===== src/rtl/harmonic_magnitude_calc.sv =====
// harmonic_magnitude_calc
// Captures one frame of five complex harmonic coefficients, computes each
// squared magnitude re^2+im^2 through a single shared two-stage squaring
// pipeline, and reports the strongest harmonic plus a threshold flag.
// Frame timing: capture edge 0, issue on edges 1..5, last retire on edge 6,
// results and mags_valid_out registered on edge 7.

module harmonic_magnitude_calc #(
    parameter int unsigned NUM_HARM   = 5,
    parameter int unsigned COEFF_W    = 16,
    parameter logic [31:0] MAG_THRESH = 32'd4096
) (
    input  logic                                  clk_in,
    input  logic                                  rst_in,
    input  logic                                  coeffs_valid_in,
    input  logic [NUM_HARM-1:0][2*COEFF_W-1:0]    coeffs_in,
    output logic                                  busy_out,
    output logic                                  mags_valid_out,
    output logic [NUM_HARM-1:0][2*COEFF_W-1:0]    harmonic_mags_out,
    output logic [2:0]                            dominant_idx_out,
    output logic                                  dominant_valid_out,
    output logic                                  overrun_out
);

    localparam int unsigned IDX_W = 3;
    localparam int unsigned MAG_W = 2 * COEFF_W;
    localparam logic [IDX_W-1:0] LAST_IDX = IDX_W'(NUM_HARM - 1);

    typedef enum logic [1:0] {
        S_IDLE  = 2'd0,
        S_CALC  = 2'd1,
        S_DRAIN = 2'd2,
        S_DONE  = 2'd3
    } state_t;

    // FSM
    state_t                           r_state;
    state_t                           w_state_nxt;
    logic                             w_capture;
    logic                             w_issue;
    logic                             w_done;
    logic                             w_overrun_evt;
    logic                             w_busy_nxt;

    // Frame capture and issue pointer
    logic [NUM_HARM-1:0][MAG_W-1:0]   r_shadow;
    logic [IDX_W-1:0]                 r_idx;

    // Stage 1: individual squares
    logic [MAG_W-1:0]                 w_sel;
    logic signed [COEFF_W-1:0]        w_re;
    logic signed [COEFF_W-1:0]        w_im;
    logic signed [MAG_W-1:0]          w_re_x;
    logic signed [MAG_W-1:0]          w_im_x;
    logic signed [MAG_W-1:0]          w_rr;
    logic signed [MAG_W-1:0]          w_ii;
    logic                             r_s1_vld;
    logic [IDX_W-1:0]                 r_s1_idx;
    logic signed [MAG_W-1:0]          r_s1_rr;
    logic signed [MAG_W-1:0]          r_s1_ii;

    // Stage 2: magnitude, running maximum
    logic [MAG_W-1:0]                 w_sum;
    logic                             w_new_max;
    logic [NUM_HARM-1:0][MAG_W-1:0]   r_mag;
    logic [MAG_W-1:0]                 r_max;
    logic [IDX_W-1:0]                 r_max_idx;

    // State register
    always_ff @(posedge clk_in) begin
        if (rst_in) begin
            r_state <= S_IDLE;
        end else begin
            r_state <= w_state_nxt;
        end
    end

    // Next-state and per-cycle control strobes
    always_comb begin
        w_state_nxt = r_state;
        w_capture   = 1'b0;
        w_issue     = 1'b0;
        w_done      = 1'b0;
        case (r_state)
            S_IDLE: begin
                if (coeffs_valid_in) begin
                    w_capture   = 1'b1;
                    w_state_nxt = S_CALC;
                end
            end
            S_CALC: begin
                w_issue = 1'b1;
                if (r_idx == LAST_IDX) begin
                    w_state_nxt = S_DRAIN;
                end
            end
            S_DRAIN: begin
                w_state_nxt = S_DONE;
            end
            S_DONE: begin
                w_done      = 1'b1;
                w_state_nxt = S_IDLE;
            end
            default: begin
                w_state_nxt = S_IDLE;
            end
        endcase
        // A pulse outside IDLE (including the DONE cycle) is dropped.
        w_overrun_evt = coeffs_valid_in && (r_state != S_IDLE);
        // Busy also covers the result cycle that follows DONE.
        w_busy_nxt    = (w_state_nxt != S_IDLE) || w_done;
    end

    // Shadow capture and issue pointer
    always_ff @(posedge clk_in) begin
        if (rst_in) begin
            r_shadow <= '0;
            r_idx    <= '0;
        end else if (w_capture) begin
            r_shadow <= coeffs_in;
            r_idx    <= '0;
        end else if (w_issue) begin
            r_idx    <= r_idx + IDX_W'(1);
        end
    end

    // Operand selection and squaring
    always_comb begin
        w_sel  = r_shadow[r_idx];
        w_re   = signed'(w_sel[MAG_W-1:COEFF_W]);
        w_im   = signed'(w_sel[COEFF_W-1:0]);
        w_re_x = MAG_W'(w_re);
        w_im_x = MAG_W'(w_im);
        w_rr   = w_re_x * w_re_x;
        w_ii   = w_im_x * w_im_x;
    end

    // Stage 1 pipeline register
    always_ff @(posedge clk_in) begin
        if (rst_in) begin
            r_s1_vld <= 1'b0;
            r_s1_idx <= '0;
            r_s1_rr  <= '0;
            r_s1_ii  <= '0;
        end else begin
            r_s1_vld <= w_issue;
            if (w_issue) begin
                r_s1_idx <= r_idx;
                r_s1_rr  <= w_rr;
                r_s1_ii  <= w_ii;
            end
        end
    end

    // Both squares are non-negative and at most 2^30, so the sum fits unsigned.
    always_comb begin
        w_sum     = $unsigned(r_s1_rr) + $unsigned(r_s1_ii);
        w_new_max = (r_s1_idx == '0) || (w_sum > r_max);
    end

    // Stage 2: store magnitude, track strict-greater maximum (ties keep lower index)
    always_ff @(posedge clk_in) begin
        if (rst_in) begin
            r_mag     <= '0;
            r_max     <= '0;
            r_max_idx <= '0;
        end else if (r_s1_vld) begin
            r_mag[r_s1_idx] <= w_sum;
            if (w_new_max) begin
                r_max     <= w_sum;
                r_max_idx <= r_s1_idx;
            end
        end
    end

    // Result registers, updated only at DONE and held in between
    always_ff @(posedge clk_in) begin
        if (rst_in) begin
            mags_valid_out     <= 1'b0;
            harmonic_mags_out  <= '0;
            dominant_idx_out   <= '0;
            dominant_valid_out <= 1'b0;
        end else begin
            mags_valid_out <= w_done;
            if (w_done) begin
                harmonic_mags_out  <= r_mag;
                dominant_idx_out   <= r_max_idx;
                dominant_valid_out <= (r_max >= MAG_THRESH);
            end
        end
    end

    // Busy flag and sticky overrun
    always_ff @(posedge clk_in) begin
        if (rst_in) begin
            busy_out    <= 1'b0;
            overrun_out <= 1'b0;
        end else begin
            busy_out <= w_busy_nxt;
            if (w_overrun_evt) begin
                overrun_out <= 1'b1;
            end
        end
    end

endmodule


===== config.mk =====
export PLATFORM = sky130hd
export DESIGN_NAME = harmonic_magnitude_calc
export DESIGN_NICKNAME = d
export VERILOG_FILES = /design/src/rtl/harmonic_magnitude_calc.sv
export SDC_FILE = /design/constraint.sdc
export NUM_CORES = 2
export LEC_CHECK = 0
export BUFFER_PORTS_ARGS = -buffer_cell sky130_fd_sc_hd__buf_2
export CELL_PAD_IN_SITES_DETAIL_PLACEMENT = 0
export CELL_PAD_IN_SITES_GLOBAL_PLACEMENT = 1
export CORE_MARGIN = 2
export CORE_UTILIZATION = 40
export CTS_CLUSTER_SIZE = 40
export DETAILED_ROUTE_END_ITERATION = 8
export MAX_ROUTING_LAYER = met4
export PLACE_DENSITY = 0.69
export SYNTH_ARGS = -nofsm -noshare
export SYNTH_HDL_FRONTEND = slang
export SYNTH_SLANG_ARGS = --single-unit

===== constraint.sdc =====
create_clock -name clk_in -period 12.66 [get_ports clk_in]
set_input_delay 2.532 -clock clk_in [delete_from_list [all_inputs] [get_ports clk_in]]
set_output_delay 2.532 -clock clk_in [all_outputs]
set_load 0.005 [all_outputs]

# ---- Yosys cells after proc, flatten, opt, wreduce, memory -nomap -nowiden
# Cells that the tools add are included.
dict set report totals {
  input_bits 163
  output_inout_bits 167
  reg_bits 595
  word_cells 63
}
dict set report op_classes {
  n_lt_le_gt_ge 5
  n_addsub 2
  multipliers 2
  n_eq_ne 4
  n_reduce_logical 10
  mux 12
}
# op n
set ops {}
lappend ops {{$bwmux 160} 1}
lappend ops {{$bmux 32 s3} 1}
lappend ops {{$demux 32 s3} 1}
lappend ops {{$mul 16x16->32} 2}
lappend ops {{$mux 32} 2}
lappend ops {{$add 32x32->32} 1}
lappend ops {{$ge 32x13->1 const B} 1}
lappend ops {{$gt 32x32->1} 1}
lappend ops {{$lt 3x4->1 const B} 2}
lappend ops {{$pmux 2 s4} 1}
lappend ops {{$eq 2x2->1 const B} 2}
lappend ops {{$mux 1} 4}
lappend ops {{$mux 2} 2}
lappend ops {{$reduce_bool 2->1} 2}
lappend ops {{$add 3x1->3 const B} 1}
lappend ops {{$eq 3x3->1 const B} 1}
lappend ops {{$ge 3x1->1 const B} 1}
lappend ops {{$logic_not 3->1} 1}
lappend ops {{$eq 2x1->1 const B} 1}
lappend ops {{$logic_and 1x1->1} 2}
lappend ops {{$logic_not 2->1} 1}
lappend ops {{$logic_or 1x1->1} 2}
lappend ops {{$reduce_and 2->1} 1}
lappend ops {{$reduce_or 2->1} 1}

# ---- Longest topological paths before layout
dict set report depth {
  word_depth 5
  depth_mapped 31
  ltp_nobuf 28
}

# ---- Worst setup path before layout
# No wires, ideal clock.
dict set report synth_timing {
  path_type {reg2reg}
  startpoint {reg r_idx[0]}
  endpoint {reg r_s1_rr[28]}
  required_ns 12.538
  setup_slack_ns 5.505
  n_path_buf 5
  synth_period_minus_slack_ns 7.155
  arrival_ns 7.033
  path_stages_with_launch 30
  setup_ns 0.122
  path_cell_list {dfxtp_1 -> buf_2 -> buf_1 -> buf_2 -> a21oi_1 -> o21a_1 -> inv_1 -> buf_1 -> nand2_1 -> fa_1 -> inv_1 -> fa_1 -> inv_1 -> fa_1 -> fa_1 -> inv_1 -> fa_1 -> inv_1 -> fa_1 -> inv_1 -> ha_1 -> clkbuf_1 -> a21o_1 -> a211o_1 -> a31oi_1 -> nor2_1 -> a21o_1 -> a31oi_1 -> nor4_1 -> a311o_1}
}
dict set report synth_via {
  elab_chain_cells 3
}
# element line
set synth_lines {}
lappend synth_lines {{start: declaration} 47} ;# logic [IDX_W-1:0] r_idx;
lappend synth_lines {{start signal: assignment} 123} ;# r_idx <= r_idx + IDX_W'(1);
lappend synth_lines {{$bmux 32 s3} 129} ;# w_sel = r_shadow[r_idx];
lappend synth_lines {{$mux 32 (implied by the code)} 129}
lappend synth_lines {{$mul 16x16->32} 134} ;# w_rr = w_re_x * w_re_x;
lappend synth_lines {{end signal: assignment} 149} ;# r_s1_rr <= w_rr;
lappend synth_lines {{end: declaration} 59} ;# logic signed [MAG_W-1:0] r_s1_rr;
# No other way between the ends. The select of a mux whose other input is x is not followed.
# A chain may end at the register's enable or synchronous reset.

# ---- Final worst setup path
dict set report layout_timing {
  startpoint {reg r_idx[1]}
  endpoint {reg r_s1_rr[31]}
}
# The elaborated chain is that of the path after synthesis.

==> impl_metrics.py <==
metrics = {
    "pwr": {
        "power_report.internal_total_w": 0.003688,
        "total_power_per_unit_cell_area_nw_per_um2": 119.5,
        "power.share.sequential": 0.353,
        "combinational_group_share_of_total_power": 0.279,
        "vdd_drop_max_uv": 108.0,
        "net_switching_component_of_the_power_w": 0.001949,
        "clkPwrFrac": 0.368,
        "power.static_leakage_nw": 21.56,
        "p_sw_frac": 0.3458,
    },
    "cts": {
        "cts.hold.buffers_added": 0,
        "root_cell_of_the_clock_tree": "clkbuf_16",
        "clock_sink_count": 593,
        "cts-buffers-inserted": 70,
        "clk_path_buf_depth": 3,
        "cts_repair_resize_count": 0,
        "cts.clk_slew.worst_paths_ns": 0.06,
        "cts-htree-levels": 3,
        "tritoncts": "done",
        "clock_latency_ns": 0.65,
        "post-cts-setup-buffer-count": 0,
    },
    "worst_setup_path": {
        "crit-reg2reg-capture": "r_s1_rr[31]",
        "critPathSlowestCell": "buf_4",
        "path_depth": 24,
        "cp_cell_sequence": "buf_4, mux2_2, a21oi_1, o21a_1, inv_1, nand2_1, fa_1, inv_1, fa_1, inv_1, fa_1, fa_1, fa_1, fa_1, inv_1, ha_1, a21o_1, a21o_1, a21o_1, or3b_1, a41oi_1, o31a_1, nor3_1, nand3b_1",
        "worst_path_largest_cell_delay_ns": 0.66,
        "reg2reg_setup_slack_ns": 3.58,
        "data_arrival_time_of_the_critical_path_ns": 9.62,
        "cp-end-kind": "flip-flop",
        "crit_required_ns": 13.20,
        "cp-start-kind": "flip-flop",
        "critical-path-top-cell-by-count": "fa_1",
        "crit_path_max_fanout": 47,
        "cp-endpoint": "r_s1_rr[31]",
        "ff2ff_path_depth": 24,
        "timing.critical_path.buf_inv": 5,
        "cp_top_family": "adder cells",
        "path_class": "flip-flop to flip-flop",
        "crit_path_start": "r_idx[1]",
        "rr_startpoint": "r_idx[1]",
    },
    "grt": {
        "global_route_wire_length_before_repair_mm": 202.5,
        "initial_antenna_violation_count": 4,
        "grt_max_degree": 227,
        "via_count_of_the_first_global_routing_pass": 34450,
        "overflow": 0,
        "grt_util_all_layers": 0.2508,
    },
    "yosys": {
        "synth_seq_cells": 593,
        "netlist-cell-type-count": 82,
        "synth_area_per_cell_um2": 8.291,
        "synth_top_cells_by_area": "dfxtp_1, fa_1, nand2_1, ha_1, a21oi_1",
        "synth_top_cell_by_area": "dfxtp_1",
        "syn-num-nets": 5924,
        "synth-async-reset-ratio": 0,
        "synth_enable_flop_cells": 0,
        "post-synth-top-area-fraction": 0.2836,
        "warnings_from_yosys": 0,
        "synth_cells": 5048,
        "synth_flop_cell": "dfxtp_1",
        "post_synth_instance_area_um2": 41860,
        "yosysSeqAreaShare": 0.2836,
    },
    "floorplan": {
        "core_area_um2": 103600,
        "floorplan.die.height_um": 327.5,
        "die_outline_area_um2": 107200,
        "initial_utilization": 0.4038,
        "row_count": 118,
        "die_width_um": 327.5,
        "io_pins": 330,
    },
    "layout": {
        "drive_gt1_frac": 0.1107,
        "layout.nets": 6123,
        "diodes": 0,
        "post_layout_nonfiller_instances": 6681,
        "area_growth_syn_to_layout_pct": 12.71,
    },
    "placement": {
        "dp_hpwl_mm": 97.41,
        "port_buffers": 329,
        "place_ws_ns": 3.656,
        "placed_cells": 6555,
        "globalplace.congestion": 0.9067,
    },
    "timing": {
        "drv_slew": 0,
        "timing.max_slew.rel_slack": 0.1815,
        "timing.setup.tns_ns": 0,
        "post-route-worst-setup-slack_ns": 3.578,
        "clock.fmax_mhz": 110.1,
        "hold-worst-slack_ns": 0.4358,
        "final.period_utilization": 0.7173,
        "hold_viol": 0,
        "period_needed_ns": 9.082,
        "final_setup_fails": 0,
        "rsz_0062_raised_after_global_routing": "false",
        "timing_worst_slew_pin_value_ns": 1.220,
        "clock_tree_skew_after_final_layout_ns": 0.05419,
    },
    "job": {
        "max-cap-violations": 0,
    },
    "routing": {
        "antenna_violating_nets_post_route": 0,
        "avgViaCountPerCell": 5.111,
        "drc": 0,
        "via_count": 34150,
        "wl_per_cell_um": 19.33,
        "drt_first_pass_iters": 5,
        "iteration_0_drc_count_of_the_detailed_router": 2332,
        "routed_wl_mm": 129.1,
    },
    "run_status": {
        "status": "finished clean",
    },
    "hold_path": {
        "hp-class": "flip-flop to flip-flop",
        "timing.hold.worst_path_depth": 2,
    },
}
final cells by class:
class	count	area, um2
fillers	10610	56470
multi-input cells	3472	26390
flip-flops and latches	593	11880
inverters	731	2744
repair buffers	379	2044
clock buffers	102	2042
well taps	1380	1727
clock inverters	24	351.6
layout by cell type, fill, tap and decap left out, types with 28 or more instances in the layout:
cell | synthesis | routed
buf_4 | 3 | 49
nor2_1 | 248 | 246
fa_1 | 469 | 469
o21a_1 | 28 | 28
o21ai_0 | 62 | 61
ha_1 | 244 | 244
o21ai_1 | 27 | 28
mux2_2 | 30 | 30
dfxtp_1 | 593 | 591
nand2_1 | 1207 | 1205
xnor2_1 | 68 | 60
clkbuf_16 | 0 | 70
nand3_1 | 56 | 56
a211oi_1 | 34 | 34
a21oi_1 | 597 | 597
inv_1 | 718 | 717
buf_2 | 17 | 328
mux2i_1 | 57 | 57
a21o_1 | 47 | 47
registers in the layout, summed over array words and instances, names as in the netlist:
signal and flops:
harmonic_mags_out 160, r_mag 160, r_shadow 160, r_max 32, r_s1_ii 31, r_s1_rr 31, dominant_idx_out 3, r_idx 3
r_max_idx 3, r_s1_idx 3, r_state 2, busy_out 1, dominant_valid_out 1, mags_valid_out 1, overrun_out 1, r_s1_vld 1
metal layers:
metal / wire length (um) / global-route usage / part of all wire
met5: 0 / - / 0
met4: 4086 / 0.07838 / 0.032
met3: 5273 / 0.01950 / 0.041
met2: 61860 / 0.4081 / 0.48
met1: 57900 / 0.3329 / 0.45
power groups by stage:
stage	registers [W]	clock network (W)	logic, W
finish	0.00199	0.00207	0.00157
global route	0.00200	0.00219	0.00176
CTS	0.00199	0.00211	0.00159
detailed placement	0.00203	0	0.00157
global placement	0.00203	0	0.00158
floorplan	0.00201	0	0.00102
cell usage after synthesis, drive strengths merged, types with 5 or more instances:
cell / count
nand2: 1207
inv: 721
a21oi: 602
dfxtp: 593
fa: 469
nor2: 249
ha: 244
clkbuf: 210
o21ai: 95
xnor2: 70
mux2i: 57
nand3: 56
a21o: 47
buf: 42
a211oi: 35
nor3: 31
mux2: 30
o21a: 28
xor2: 26
nand4: 18
a31oi: 17
o22ai: 17
and3: 13
o211ai: 13
o21bai: 12
nand2b: 11
or3: 11
clkinv: 10
and2: 7
nor2b: 7
nor4: 7
a21boi: 6
a31o: 6
nand3b: 6
a2111o: 5
a22oi: 5
a41oi: 5
nor3b: 5
how the worst min path moves through the flow:
stage | from | to | slack (ns)
finish | r_mag[56] | harmonic_mags_out[56] | 0.44
global route | r_mag[57] | harmonic_mags_out[57] | 0.46
CTS | r_mag[56] | harmonic_mags_out[56] | 0.43
detailed placement | r_mag[138] | harmonic_mags_out[138] | 0.44
global placement | r_mag[156] | harmonic_mags_out[156] | 0.44
floorplan | r_max_idx[1] | dominant_idx_out[1] | 0.43
logic make-up after synthesis:
kind of cell | Yosys count | share of synthesized area
AO/OA/AOI/OAI | 929 | 0.1291
multiplexers | 89 | 0.02278
adder cells (fa/ha/maj) | 713 | 0.2973
AND/OR/NAND/NOR | 1645 | 0.1575
buffers and inverters | 983 | 0.08914
flip-flops | 593 | 0.2836
XOR/XNOR | 96 | 0.02063
tightest hold or removal path: stages, from the launching register on:
cell and delay [ns]:
dfxtp_1 0.31, nand2_1 0.05, a21oi_1 0.05
through the flow:
step / instance area, um2 / total power, W / utilization
3_5_place_dp: 44780 / 0.003605 / 0.4321
6_report: 47180 / 0.005637 / 0.4552
2_1_floorplan: 41860 / 0.003026 / -
4_1_cts: 47180 / 0.005691 / 0.4552
3_3_place_gp: 44780 / 0.003607 / 0.4321
5_1_grt: 47180 / 0.005946 / 0.4552
No activity file was read; power rests on OpenSTA's default activity.
